## config.mk

```make
export PLATFORM = sky130hd
export DESIGN_NAME = reorder_retire_unit
export DESIGN_NICKNAME = d
export VERILOG_FILES = /design/src/rtl/reorder_retire_unit.sv
export SDC_FILE = /design/constraint.sdc
export NUM_CORES = 1
export LEC_CHECK = 0
export CAP_MARGIN = 20
export CELL_PAD_IN_SITES_DETAIL_PLACEMENT = 0
export CELL_PAD_IN_SITES_GLOBAL_PLACEMENT = 1
export CORE_AREA = 2 2 152 154
export CTS_BUF_LIST = sky130_fd_sc_hd__clkbuf_16
export DETAILED_ROUTE_END_ITERATION = 6
export DIE_AREA = 0 0 154 156
export GPL_TIMING_DRIVEN = 0
export PLACE_DENSITY = 0.81
export SLEW_MARGIN = 20
export SYNTH_ARGS = -nofsm -noshare
export SYNTH_HDL_FRONTEND = slang
export SYNTH_SLANG_ARGS = --single-unit
```

## constraint.sdc

```tcl
create_clock -name clk_i -period 7.2 [get_ports clk_i]
set_input_delay 0.72 -clock clk_i [delete_from_list [all_inputs] [get_ports clk_i]]
set_output_delay 0.72 -clock clk_i [all_outputs]
set_load 0.02 [all_outputs]
```

## src/rtl/reorder_retire_unit.sv

```systemverilog
// 2-wide in-order retirement buffer: tracks out-of-order completion and
// returns displaced physical registers to the renamer free list in program order.
module reorder_retire_unit #(
    parameter int NUM_P_REGS  = 64,
    parameter int ROB_ENTRIES = 16,
    localparam int PREG_W = $clog2(NUM_P_REGS),
    localparam int IDX_W  = $clog2(ROB_ENTRIES)
) (
    input  logic              clk_i,
    input  logic              rst_i,
    input  logic              alloc0_en_i,
    input  logic [PREG_W-1:0] alloc0_old_dest_i,
    input  logic              alloc0_regwrite_i,
    input  logic              alloc1_en_i,
    input  logic [PREG_W-1:0] alloc1_old_dest_i,
    input  logic              alloc1_regwrite_i,
    output logic              alloc_ready_o,
    output logic [IDX_W-1:0]  alloc0_idx_o,
    output logic [IDX_W-1:0]  alloc1_idx_o,
    input  logic              complete0_en_i,
    input  logic [IDX_W-1:0]  complete0_idx_i,
    input  logic              complete1_en_i,
    input  logic [IDX_W-1:0]  complete1_idx_i,
    output logic              en_free_reg0_o,
    output logic [PREG_W-1:0] free_reg0_o,
    output logic              en_free_reg1_o,
    output logic [PREG_W-1:0] free_reg1_o,
    output logic [1:0]        retired_o,
    output logic [IDX_W:0]    count_o,
    output logic              empty_o
);
    localparam int CNT_W = IDX_W + 1;

    logic [IDX_W-1:0] head_q, head_d, tail_q, tail_d, head_p1;
    logic [CNT_W-1:0] count_q, count_d;
    logic [ROB_ENTRIES-1:0] valid_q, valid_d, done_q, done_d, rw_q, rw_d;
    logic [ROB_ENTRIES-1:0][PREG_W-1:0] od_q, od_d;

    logic              en0_q, en0_d, en1_q, en1_d;
    logic [PREG_W-1:0] fr0_q, fr0_d, fr1_q, fr1_d;
    logic [1:0]        ret_q, ret_d;

    logic acc0, acc1, r0, r1;

    always_comb begin
        alloc_ready_o = (count_q <= CNT_W'(ROB_ENTRIES - 2));
        acc0          = alloc0_en_i & alloc_ready_o;
        acc1          = alloc1_en_i & alloc_ready_o;
        alloc0_idx_o  = tail_q;
        alloc1_idx_o  = tail_q + IDX_W'(alloc0_en_i);
        head_p1       = head_q + IDX_W'(1);
        r0            = valid_q[head_q] & done_q[head_q];
        r1            = r0 & valid_q[head_p1] & done_q[head_p1];

        valid_d = valid_q;
        done_d  = done_q;
        rw_d    = rw_q;
        od_d    = od_q;

        // Only pre-edge valid entries complete, so a same-cycle allocation is ignored.
        if (complete0_en_i && valid_q[complete0_idx_i]) done_d[complete0_idx_i] = 1'b1;
        if (complete1_en_i && valid_q[complete1_idx_i]) done_d[complete1_idx_i] = 1'b1;

        if (r0) begin
            valid_d[head_q] = 1'b0;
            done_d[head_q]  = 1'b0;
        end
        if (r1) begin
            valid_d[head_p1] = 1'b0;
            done_d[head_p1]  = 1'b0;
        end

        // Allocation never overlaps retiring slots: alloc_ready_o keeps two free.
        if (acc0) begin
            valid_d[alloc0_idx_o] = 1'b1;
            done_d[alloc0_idx_o]  = 1'b0;
            rw_d[alloc0_idx_o]    = alloc0_regwrite_i;
            od_d[alloc0_idx_o]    = alloc0_old_dest_i;
        end
        if (acc1) begin
            valid_d[alloc1_idx_o] = 1'b1;
            done_d[alloc1_idx_o]  = 1'b0;
            rw_d[alloc1_idx_o]    = alloc1_regwrite_i;
            od_d[alloc1_idx_o]    = alloc1_old_dest_i;
        end

        tail_d  = tail_q + IDX_W'(acc0) + IDX_W'(acc1);
        head_d  = head_q + IDX_W'(r0) + IDX_W'(r1);
        count_d = count_q + CNT_W'(acc0) + CNT_W'(acc1) - CNT_W'(r0) - CNT_W'(r1);

        en0_d = r0 & rw_q[head_q];
        fr0_d = en0_d ? od_q[head_q] : '0;
        en1_d = r1 & rw_q[head_p1];
        fr1_d = en1_d ? od_q[head_p1] : '0;
        ret_d = 2'(r0) + 2'(r1);
    end

    always_ff @(posedge clk_i or posedge rst_i) begin
        if (rst_i) begin
            head_q  <= '0;
            tail_q  <= '0;
            count_q <= '0;
            valid_q <= '0;
            done_q  <= '0;
            rw_q    <= '0;
            od_q    <= '0;
            en0_q   <= 1'b0;
            en1_q   <= 1'b0;
            fr0_q   <= '0;
            fr1_q   <= '0;
            ret_q   <= '0;
        end else begin
            head_q  <= head_d;
            tail_q  <= tail_d;
            count_q <= count_d;
            valid_q <= valid_d;
            done_q  <= done_d;
            rw_q    <= rw_d;
            od_q    <= od_d;
            en0_q   <= en0_d;
            en1_q   <= en1_d;
            fr0_q   <= fr0_d;
            fr1_q   <= fr1_d;
            ret_q   <= ret_d;
        end
    end

    assign en_free_reg0_o = en0_q;
    assign free_reg0_o    = fr0_q;
    assign en_free_reg1_o = en1_q;
    assign free_reg1_o    = fr1_q;
    assign retired_o      = ret_q;
    assign count_o        = count_q;
    assign empty_o        = (count_q == '0);

endmodule

```

* Word level (Yosys, flattened, before mapping)
Index checks and enable logic that the tools add are counted. Widths: inputs -> output; s select.
Cells by class: add/subtract/negate cells 11, reductions and logical operators 9, bitwise gates (word level) 21, magnitude comparators 13, multiplexer cells 56
Operator list (number):
- $bwmux 96 | 2
- $mux 16 | 12
- $mux 96 | 2
- $and 16x16->16 | 6
- $not 16->16 | 4
- $or 16x16->16 | 4
- $bmux 6 s4 | 2
- $demux 6 s4 | 2
- $mux 6 | 6
- $bmux 1 s4 | 8
- $bwmux 16 | 2
- $lt 4x5->1 const B | 6
- $demux 1 s4 | 6
- $ge 4x1->1 const B | 6
- $add 4x1->4 | 5
- $mux 1 | 14
- $add 5x1->5 | 2
- $sub 5x1->5 | 2
- $logic_and 1x1->1 | 8
- $and 1x1->1 | 7
- $le 5x4->1 const B | 1
- $logic_not 5->1 | 1
- $add 4x1->4 const B | 1
- $add 1x1->2 | 1
Storage, ports and cells: output and inout bits 31, bits in registers 173, word-level logic and storage cells 137

* Logic depth before layout (Yosys ltp)
depth in word-level cells 16, mapped depth 20, gate-level depth less buffers 17

* Worst setup path before layout
OpenSTA, ideal clock, no wires.
path kind register -> register, start register head_q[0], end register count_q[3] (netlist: count_o[3]), path slack 3189 ps, data required time 7077 ps, period minus slack after synthesis 4011 ps, setup time 123 ps, data arrival time 3888 ps, cell stages (with the launch flop) 17, buffers on the path 3, cells stage by stage dfrtp_1 > buf_2 > inv_2 > ha_1 > clkbuf_1 > buf_2 > o211ai_1 > o211a_1 > nor3_1 > a211o_1 > inv_1 > ha_1 > ha_1 > fa_1 > ha_1 > fa_1 > xnor2_1
On the way: cells in the longest elaborated chain, start to end 6, elaborated cells on any way between the ends 14, those cells by class 3 x add/sub; 8 x mux; 3 x bitwise
Ends and longest elaborated chain:
- start, declared | RTL line 34 | logic [IDX_W-1:0] head_q, head_d, tail_q, tail_d, head_p1;
- start signal, assigned | RTL line 100 | head_q <= '0;
- start signal, assigned | RTL line 113 | head_q <= head_d;
- $add 4x1->4 or $bmux 1 s4 (tied branches) | RTL line 51, 52
- $bmux 1 s4 or $mux 1 (tied branches) | RTL line 53, 52
- $mux 1 (not written as such) or $and 1x1->1 (tied branches) | RTL line 53, 52
- $and 1x1->1 (2 in a row) | RTL line 53 | r1 = r0 & valid_q[head_p1] & done_q[head_p1];
- $sub 5x1->5 (*) | RTL line 89 | count_d = count_q + CNT_W'(acc0) + CNT_W'(acc1) - CNT_W'(r0) - CNT_W'(r1);
- net count_d[3] | RTL line 35 | logic [CNT_W-1:0] count_q, count_d;
- end signal, assigned | RTL line 115 | count_q <= count_d;
- end, declared | RTL line 35
Mark *: on every way through the listed nets, which the timed path passes. The rest lies on a longest branch. The select of a mux whose other input is x is not followed.

* Final worst setup path
Ends and elaborated chain as after synthesis.

==> impl_results.md <==
* Compound-gate portion of the synthesized area at 0.117
* Hold_ws at about 0.55 ns
* Sequential cell area fraction in the yosys report at 0.402
* RR Startpoint: head_q[0]
* Total negative slack at 0 ns
* Cell Pwr Density at approximately 500 mW/mm^2
* # setup viols final at 0
* TritonRoute pass-1 iters at 7
* Die height at approximately 160 um
* Total Power at 6.16 mW
* First-pass GRT wire length at around 52000 um
* Place WS at 2.10 ns
* Hold/Removal Path Class: register to register
* Period utilization at 0.708
* Post-synthesis adder-cell area fraction at 0.0307
* Synth Area in XOR/XNOR at 0.00977
* Synth unique cells at 65
* Syn Inst Count at 1004
* DRC violations left at 0
* Number of synthesis warnings at 0
* Critical path class: register to register
* CP Capture Type: register
* Global route overflow at 0
* H-tree level count at 4
* Initial antenna violation count at 1
* GRT busiest layer: met2
* Status: finished, final reports clean
* TritonCTS Sinks at about 170
* Max-cap viol count at 0
* Row cnt at between 50 and 60
* Crit-path max cell delay at about 0.48 ns
* Met3 GRT Util at 0.0564
* Largest net degree at the start of global routing at just over 100
* R2r endpoint: count_o[3]
* Slew HR at 0.174
* Avg WL per Cell at 24.3 um
* Worst-path cell chain: buf_2, inv_2, ha_1, clkbuf_1, buf_2, o211ai_1, o211a_1, nor2_1, a211o_1, inv_1, ha_1, ha_1, fa_1, ha_1, fa_1, xnor2_1
* Clock buffer depth at 2
* Area post-placement at approximately 0.012 sq mm
* Root Buffer Master: clkbuf_16
* Design area at 0.0122 sq mm
* Worst Tran Pin Value at 1.23 ns
* Simple-gate portion of the synthesized area at 0.132
* Detailed Route WL at around 33000 um
* Placed insts at 1341
* Multi-input gate area at ~0.006 sq mm
* Area delta synth->final at 13.6%
* Post-synthesis mux area share at 0.269
* Fin cells at between 1000 and 1500
* Initial Util at 0.481
* Top cell by count, worst path: ha_1
* Register bit total from synthesis at between 150 and 200
* M1 GR Usage at 0.410
* Register area at around 0.0043 sq mm
* RSZ-0062 raised after global routing: no
* Post-route ant nets at 0
* Main synth FF type: dfrtp_1
* Final worst slack at 2.11 ns
* CTS tree: yes
* CP delay by family, top: adder cells
* Die Wd at between 150 and 200 um
* Die area at 0.0240 sq mm
* Minimum clock period at 5.09 ns
* Fin Clk Skew at 0.0137 ns
* Clk Latency, worst-skew pair at ~0.44 ns
* Filler Cell Count at ~2000
* GR met2 Demand/Resource at 0.450
* Hold-fix buffer count after cts at 0
* Max Clock Freq at between 150 and 200 MHz
* Post-synth ARST share at 1.00
* Worst Hold Depth at 1
* Reg-to-reg setup timing slack at 2.11 ns
* Gpl congestion at between 0.9 and 1
* Hold Path Sink: valid_q[5]
* Initial DRC Count at ~900
* Num CTS Buffers at 17
* Setup crit start kind: register
* Worst EP required at about 7.5 ns
* Vias in the first global route at around 8500
* Layout Utilization at 0.547
* Post-Syn Area at 0.0108 sq mm
* Via count at just under 9000
* Pleak at approximately 5.4 nW
* Mapped Nets at 1056
* Avg Inst Size Synth at roughly 11 sq um
* Post-synth EDFFs at 0
* Crit-path max FO at 10
* I/O pin count at 59
* Core area at between 0.02 and 0.025 sq mm
* Reg clk slew, reported paths at 0.07 ns
* Post-CTS Setup Bufs at 0
* Largest family of logic cells by synthesized area: multiplexers
* Crit path DAT at around 5.4 ns
* Final hold viol count at 0
* Share of cells above drive strength 1 at 0.126
* Post-CTS Resized at 0
* WP buf/inv at 5
* Max-slew violations at 0
* Worst r2r path cells at 16
* Slowest cell on crit path: clkbuf_1
* Port bufs at just over 50
* Max VDD drop at 0.000251 V
* Drt via density at between 6 and 7
* Overall routing resource usage at 0.288
* Hold Startpoint: valid_q[5]
* Post-DP HPWL at 25200 um
* Nets@finish at 1127
==> per-layer routing <==
| layer | wire [um] | up-vias |
|---|---|---|
| li1 | - | 3851 |
| met1 | 14500 | 4329 |
| met2 | 15400 | 428 |
| met3 | 2830 | 49 |
| met4 | 699 | 0 |
| met5 | 0 | - |
==> state kept, by name (all words and copies together) (netlist names), 2 cells and up <==
| signal | flops |
|---|---|
| free_reg0_o | 6 |
| od_q | 96 |
| done_q | 16 |
| retired_o | 2 |
| valid_q | 16 |
| alloc0_idx_o | 4 |
| count_o | 5 |
| head_q | 4 |
| rw_q | 16 |
| free_reg1_o | 6 |
==> cell type report <==
| type | instances | area share |
|---|---|---|
| antenna | 1 | 0.000205 |
| buffer | 80 | 0.0272 |
| clock buffer | 17 | 0.0348 |
| clock inverter | 15 | 0.0103 |
| inverter | 26 | 0.00860 |
| multi-input combinational | 725 | 0.492 |
| sequential | 173 | 0.354 |
| tap | 285 | 0.0292 |
| timing repair buffer | 52 | 0.0440 |
==> power breakdown <==
part | internal [mW] | total, mW | switching, mW | leakage, nW
clock network | 0.453 | 0.897 | 0.444 | 0.268
registers | 1.44 | 1.83 | 0.393 | 2.12
logic | 1.56 | 3.43 | 1.87 | 3.00
==> cell usage in the layout, fill, tap and decap left out, types with 8 or more instances in the layout <==
master and count:
a21oi_1 62, and2_1 15, and3_1 8, buf_1 16, buf_2 8, clkbuf_1 53
clkbuf_16 17, clkdlybuf4s50_1 51, dfrtp_1 173, ha_1 20, inv_1 21, mux2i_1 119
mux4_2 75, nand2_1 104, nand3_1 17, nor2_1 79, nor2b_1 9, nor3_1 16
o21ai_0 44, o21ai_1 25, o22ai_1 11
==> cells by family after synthesis <==
family / count (synthesis)
adders and majority gates: 24
and+or+nand+nor: 295
xor gates and xnor gates: 12
AOI/OAI and AO/OA: 199
buffers and inverters: 106
DFF: 173
muxes: 195
==> worst max path at each step <==
stage                                  to  cells after the start       from
after CTS                      count_o[3]                     16  head_q[0]
after global placement           od_q[11]                      2      rst_i
final                          count_o[3]                     16  head_q[0]
after floorplan           alloc0_idx_o[0]                      1      rst_i
after global routing           count_o[3]                     16  head_q[0]
after detailed placement       count_o[3]                     16  head_q[0]
==> cell usage after synthesis, types with 6 or more instances <==
cell type,number,share of area
nor2_1,79,0.028
buf_1,16,0.0056
nand3_1,17,0.0079
xnor2_1,7,0.0057
nand2_1,104,0.036
ha_1,20,0.023
nor3b_1,7,0.0049
o21ai_1,25,0.012
dfrtp_1,173,0.40
o21ai_0,44,0.020
a211oi_2,6,0.0070
buf_2,8,0.0037
nand2b_1,6,0.0035
and2_1,15,0.0087
a21oi_1,62,0.029
nor2b_1,9,0.0052
clkbuf_1,53,0.018
nor3_1,16,0.0074
o22ai_1,11,0.0064
mux2i_1,119,0.11
mux4_2,75,0.16
and3_1,8,0.0047
a211oi_1,6,0.0042
inv_1,21,0.0073
(Power assumes the default switching activity.)
